`src/rtl/fpf_encoder_12.sv`:
```
// fpf_encoder_12: Fibonacci-numeral forbidden-pattern-free encoder for a 12-TSV bundle.
// Maps 0..376 to a codeword with no 010/101 window; out-of-range inputs saturate to 376.
module fpf_encoder_12 #(
    parameter int DATA_W = 9,
    parameter int N_TSV  = 12
) (
    input  logic              clock,
    input  logic              rst_n,
    input  logic [DATA_W-1:0] datain,
    output logic [N_TSV-1:0]  tsv
);
    localparam logic [DATA_W-1:0] W [0:N_TSV] = '{
        DATA_W'(1), DATA_W'(1), DATA_W'(2), DATA_W'(3), DATA_W'(5), DATA_W'(8), DATA_W'(13),
        DATA_W'(21), DATA_W'(34), DATA_W'(55), DATA_W'(89), DATA_W'(144), DATA_W'(233)
    };
    localparam logic [DATA_W-1:0] MAX_VAL = DATA_W'(376);
    logic [DATA_W-1:0] w_rem;
    logic [N_TSV+1:0]  w_ext;
    logic [N_TSV-1:0]  r_tsv;
    // w_ext carries two virtual zero bits above the word so the MSB steps see p=0
    always_comb begin
        w_rem = (datain > MAX_VAL) ? MAX_VAL : datain;
        w_ext = '0;
        for (int k = N_TSV - 1; k >= 0; k--) begin
            w_ext[k] = (w_ext[k+1] != w_ext[k+2]) ? w_ext[k+1] :
                       (w_ext[k+1] ? (w_rem >= W[k]) : (w_rem >= W[k+1]));
            w_rem = w_ext[k] ? w_rem - W[k] : w_rem;
        end
    end
    always_ff @(posedge clock) begin
        r_tsv <= !rst_n ? '0 : w_ext[N_TSV-1:0];
    end
    assign tsv = r_tsv;
endmodule

```
`config.mk`:
```
export PLATFORM = sky130hd
export DESIGN_NAME = fpf_encoder_12
export DESIGN_NICKNAME = d
export VERILOG_FILES = /design/src/rtl/fpf_encoder_12.sv
export SDC_FILE = /design/constraint.sdc
export NUM_CORES = 1
export LEC_CHECK = 0
export CORE_ASPECT_RATIO = 0.6
export CORE_UTILIZATION = 40
export DETAILED_ROUTE_END_ITERATION = 12
export DONT_BUFFER_PORTS = 1
export SLEW_MARGIN = 10
export SYNTH_ARGS = -nofsm -noshare
export SYNTH_HDL_FRONTEND = slang
export SYNTH_SLANG_ARGS = --single-unit
```
`constraint.sdc`:
```
create_clock -name clock -period 15.2 [get_ports clock]
set_input_delay 0.76 -clock clock [delete_from_list [all_inputs] [get_ports clock]]
set_output_delay 0.76 -clock clock [all_outputs]
set_load 0.02 [all_outputs]
```
==> results of run 1 <==
## how the worst max path moves through the flow
stage,start,to,cells after the start
after floorplan,datain[3],tsv[0]$_SDFF_PN0_,63
after global placement,datain[5],tsv[0]$_SDFF_PN0_,55
after detailed placement,datain[5],tsv[0]$_SDFF_PN0_,55
after CTS,datain[5],tsv[0]$_SDFF_PN0_,55
after global routing,datain[4],tsv[0]$_SDFF_PN0_,58
final,datain[5],tsv[0]$_SDFF_PN0_,60
## worst max-delay path: cells and delay by family
family,cells,cell delay [ns]
fa+ha+maj,7,1.90
buf+inv,9,1.38
compound gates,24,6.27
simple gates,16,3.39
mux,1,0.16
xor+xnor,3,0.63
## placed cells by master, fill, tap and decap left out, types with 7 or more instances in the layout
master / n
mux2i_1: 9
a31o_2: 8
xor2_1: 10
nand2_1: 72
and2_1: 14
a21o_1: 7
nor2_1: 74
a211oi_1: 10
nand4_1: 11
o21ai_0: 34
o22ai_1: 8
and4_1: 8
or3_1: 9
a21oi_1: 34
dfxtp_1: 12
o31ai_1: 13
nand3_1: 28
a31oi_1: 15
nor4_1: 11
nor3_1: 30
nand2b_1: 11
o21a_1: 8
inv_1: 25
o211ai_1: 19
buf_4: 27
xnor2_1: 29
and3_1: 14
ha_1: 23
a32oi_1: 7
a22oi_1: 8
## repair_timing
item,in CTS,in global routing
pin swaps,0,5
setup endpoints to repair,1,2
gates resized for setup,2,18
buffers inserted,0,14
hold endpoints to repair,0,0
## synth_stat cells, drive strengths merged, types with 11 or more instances
cell,instances,area (um2)
a211oi,16,155
mux2i,11,126
nor3,33,181
buf,26,138
dfxtp,12,240
a31oi,18,134
xnor2,33,304
xor2,12,105
and3,14,87.6
clkbuf,11,41.3
ha,23,288
nor2,78,317
nand3,28,140
nand2b,12,77.6
nand2,73,277
a21oi,40,223
o211ai,20,155
nand4,12,81.3
inv,28,105
o21ai,42,221
nor4,12,90.1
and2,14,87.6
o31ai,14,119
## kinds of logic after synthesis
family / count (synthesis) / synth area share (%)
AO/OA/AOI/OAI: 290 / 42.2
XOR/XNOR: 45 / 7.27
adder cells (fa/ha/maj): 23 / 5.11
buffers and inverters: 66 / 5.11
flip-flops: 12 / 4.27
multiplexers: 17 / 3.58
AND/OR/NAND/NOR: 337 / 32.5
## final cells by class
type	instances	area [um2]	share of cell area [%]
clock buffer	4	88.8	1.46
multi-input combinational	712	5200	85.2
timing repair buffer	28	223	3.65
inverter	29	109	1.78
sequential	12	240	3.94
tap	192	240	3.94
## metal layers
metal / wire, um / GRT usage, % / vias up
li1: - / - / 3088
met1: 9910 / 42.9 / 3224
met2: 7600 / 35.7 / 435
met3: 2580 / 6.32 / 28
met4: 164 / 3.05 / 2
met5: 13 / 0 / -
## through the flow
step,setup slack [ns],std cells,cell area [um2]
6_report,0.726,977,6100
5_1_grt,-0.0163,977,6100
4_1_cts,0.0659,963,5890
3_5_place_dp,-0.383,959,5800
3_3_place_gp,0.313,959,5800
2_1_floorplan,1.12,790,5630
==> metrics.md, run 1 <==
| Metric | Value |
|---|---|
| Max cap viols | 0 |
| Post-layout util | 44.5% |
| Port-buffer cells | 0 |
| Starting Density | 41.1% |
| # H-tree levels | 1 |
| Residual DRC | 0 |
| YS warnings | 0 |
| Site row count | 33 |
| CTS tree | done |
| Max FO, Critical Path | 14 |
| Synth async-reset ratio | 0% |
| Die area | 0.0146 mm2 |
| Slew @ Worst Pin | 0.890 ns |
| Nets@finish | 820 |
| TritonCTS Buffers | 3 |
| Gr usage total | 27.0% |
| Number of I/O pins | 23 |
| Clk buf depth | 2 |
| DRT Pass-1 Iters | 7 |
| Sink of the worst hold path | tsv[0]$_SDFF_PN0_ |
| Unique masters post-synth | 118 |
| Final Hold Viols | 0 |
| Vias | 6777 |
| EDFF count, synth | 0 |
| CTS root buf | clkbuf_16 |
| Avg Vias per Cell | 6.94 |
| Synth Flop Type | dfxtp_1 |
| Setup TNS | 0 ns |
| Initial antenna violation count | 1 |
| Fraction of layout cells with a size suffix above 1 | 15.7% |
| Rel. slew slack | 40.1% |
| First-pass GRT wire length | 31600 um |
| CP endpoint kind | register |
| Crit Path Class | primary input to register |
| Fraction of the cycle the final worst path needs | 95.2% |
| Initial DRC count | 1030 |
| Hold bufs inserted after CTS | 0 |
| Die X | 155 um |
| Pins Over Slew Limit | 0 |
| Synth Area per Inst | 7.13 um2 |
| Crit-path slowest cell | a31oi_1 |
| Post-synthesis register bit count | 12 |
| Synthesized cell area | 0.00563 mm2 |
| Clk sinks | 12 |
| CP required | 15.31 ns |
| Status | finished clean |
| Hold Slack | 0.637 ns |
| DRT antenna net count | 0 |
| Fillers | 1385 |
| Number of global-route vias before repair | 5720 |
| Y dimension of the die | 93.9 um |
| CP arrival | 14.58 ns |
| Post-DP HPWL | 16000 um |
| Worst Hold Launch | rst_n |
| Wirelength, routed | 20300 um |
| Syn_nets | 824 |
| Clock transition at path regs | 0.04 ns |
| Max reg flops | 12 |
| Largest net degree at the start of global routing | 26 |
| Min Tclk post-route | 14.47 ns |
| Core area | 0.0137 mm2 |
| F_max | 0.0691 GHz |
| Antenna cells | 0 |
| CP peak stage delay | 0.46 ns |
| Final Wtd Congestion | 1.04 |
| Most frequent CP cell | ha_1 |
| Post-Syn Instances | 790 |
| Critical Path Source Type | primary input |
| Final-report setup violation count | 0 |
| WHS Path Cells | 2 |
| Area Overhead vs Synth | 8.38% |
| Mean routed wirelength per cell | 20.7 um |
| Gr ovfl total | 0 |
| Seq/Total Area, Yosys | 4.27% |
| Hold crit path type | primary input to register |
Power of run 1 is not shown: default switching activity piles up to over one toggle a cycle in this logic, so the estimate is an artifact.
==> inputs of run 2 (changes only) <==
--- a/config.mk
+++ b/config.mk
@@ -5,10 +5,13 @@
 export SDC_FILE = /design/constraint.sdc
 export NUM_CORES = 1
 export LEC_CHECK = 0
+export ABC_AREA = 1
 export CORE_ASPECT_RATIO = 0.6
-export CORE_UTILIZATION = 40
+export CORE_UTILIZATION = 51
+export CTS_CLUSTER_SIZE = 30
 export DETAILED_ROUTE_END_ITERATION = 12
 export DONT_BUFFER_PORTS = 1
+export PLACE_DENSITY = 0.66
 export SLEW_MARGIN = 10
 export SYNTH_ARGS = -nofsm -noshare
 export SYNTH_HDL_FRONTEND = slang
==> run 2 against run 1 <==
  * Global-route usage decreased by 0.85 points
  * Highest routed layer is now met4
  * Flip-flop and latch count unchanged
  * Die area decreased by 41%
  * First-iteration DRC count decreased by 57%
  * Via count decreased by 33%
  * Routed wire length decreased by 46%
  * Count of clock-buffer cells in the layout unchanged
  * Worst setup slack improved by 1.7 ns
  * Area after synthesis decreased by 26%
==> metrics.md, run 2 <==
| Metric | Value |
|---|---|
| Status | finished clean |
| Most area-hungry cell type in the Yosys netlist | nand2_1 |
| Hold crit path type | primary input to register |
| # H-tree levels | 1 |
| Post-Syn Instances | 747 |
| Seq/Total Area, Yosys | 5.77% |
| EDFF count, synth | 0 |
| Hold bufs inserted after CTS | 0 |
| Fraction of layout cells with a size suffix above 1 | 15.3% |
| Nets@finish | 775 |
| Post-synthesis register bit count | 12 |
| Final-report setup violation count | 0 |
| Area contributors post-synth | nand2_1 21%, nand3_1 12%, inv_1 9.1% |
| Site row count | 25 |
| Final Wtd Congestion | 0.914 |
| Vias | 4535 |
| Port-buffer cells | 0 |
| Rel. slew slack | 60.8% |
| Share of the synthesized area in the top cell type | 20.9% |
| Number of I/O pins | 23 |
| Max cap viols | 0 |
| Die area | 0.00855 mm2 |
| RSZ-0062 raised after global routing | false |
| Commonest non-fill, non-tap cell in the layout | nand2_1 |
| Avg Vias per Cell | 5.35 |
| Core area | 0.00788 mm2 |
| Pins Over Slew Limit | 0 |
| Min Tclk post-route | 12.75 ns |
| Post-DP HPWL | 9090 um |
| CTS tree | done |
| Setup Fix Bufs, Post-CTS | 0 |
| Syn_nets | 781 |
| Y dimension of the die | 72.0 um |
| Initial antenna violation count | 0 |
| Critical Path Source Type | primary input |
| F_max | 0.0784 GHz |
| Clk sinks | 12 |
| DRT Pass-1 Iters | 5 |
| Count leader, synth | nand2_1 |
| Synth Flop Type | dfxtp_1 |
| CP endpoint kind | register |
| Worst Hold Launch | rst_n |
| Unique masters post-synth | 40 |
| Clk buf depth | 2 |
| Number of global-route vias before repair | 3910 |
| Mean routed wirelength per cell | 12.9 um |
| Gr usage total | 26.1% |
| Slew @ Worst Pin | 0.579 ns |
| Residual DRC | 0 |
| CP peak stage delay | 0.27 ns |
| Die X | 119 um |
| Area Overhead vs Synth | 2.64% |
| Wirelength, routed | 10900 um |
| Post-CTS sizing | 0 |
| Synth cell count leaders | 232 x nand2_1, 101 x inv_1, 100 x nand3_1 |
| Max FO, Critical Path | 16 |
| Crit-path slowest cell | nor2_1 |
| CP arrival | 12.86 ns |
| CP required | 15.31 ns |
| Fraction of the cycle the final worst path needs | 83.9% |
| Max reg flops | 12 |
| Most frequent cells in the layout | 232 x nand2_1, 101 x inv_1, 100 x nand3_1 |
| TritonCTS Buffers | 3 |
| YS warnings | 0 |
| Setup TNS | 0 ns |
| Initial DRC count | 439 |
| Antenna cells | 0 |
| Final Hold Viols | 0 |
| DRT antenna net count | 0 |
| Most frequent CP cell | nand2_1 |
| Starting Density | 52.9% |
| Gr ovfl total | 0 |
| Synth async-reset ratio | 0% |
| Crit path from | datain[0] |
| Clock transition at path regs | 0.05 ns |
| Synth Area per Inst | 5.58 um2 |
| First-pass GRT wire length | 18600 um |
| Crit Path Class | primary input to register |
| Synthesized cell area | 0.00417 mm2 |
| CTS root buf | clkbuf_16 |
| Largest net degree at the start of global routing | 17 |
| Fillers | 804 |
run 2: area by class of cell:
class | instances | area [um2] | share of cell area [%]
multi-input cells | 605 | 3360 | 78.7
flip-flops and latches | 12 | 240 | 5.62
well taps | 108 | 135 | 3.16
inverters | 119 | 448 | 10.5
clock buffers | 4 | 88.8 | 2.08
run 2: metrics by stage:
step | std cells | hold slack, ns | instance area (um2) | worst slack (ns) | util (%)
after floorplan | 747 | 0.916 | 4170 | 4.45 | -
after global placement | 844 | 1.10 | 4190 | 2.83 | 53.1
after detailed placement | 844 | 1.10 | 4190 | 2.51 | 53.1
after CTS | 848 | 0.883 | 4280 | 2.72 | 54.3
after global routing | 848 | 0.926 | 4280 | 1.06 | 54.3
final | 848 | 0.897 | 4280 | 2.45 | 54.3
run 2: per-layer routing:
metal / vias to the layer above / routed length [um] / global-route usage [%]
met1: 2033 / 6200 / 43.3
li1: 2325 / - / -
met2: 173 / 3840 / 35.2
met3: 4 / 847 / 3.46
met4: 0 / 34 / 2.39
met5: - / 0 / 0
run 2: cell families after synthesis:
kind of cell | Yosys count | synth area share, %
compound gates | 34 | 5.86
xor+xnor | 42 | 9.01
fa+ha+maj | 23 | 6.91
buf+inv | 130 | 13.5
flops | 12 | 5.77
simple gates | 506 | 59.0
run 2: final timing paths:
check / end / slack [ns] / cells after the start
max: tsv[0]$_SDFF_PN0_ / 2.45 / 100
min: tsv[4]$_SDFF_PN0_ / 0.90 / 2
run 2: critical path, delay by kind of cell:
kind            cells  cell delay [ns]
fa+ha+maj           7             1.43
buf+inv            10             0.82
simple gates       79             9.24
xor+xnor            1             0.15
compound gates      3             0.41
Power of run 2 is left out for the same reason.
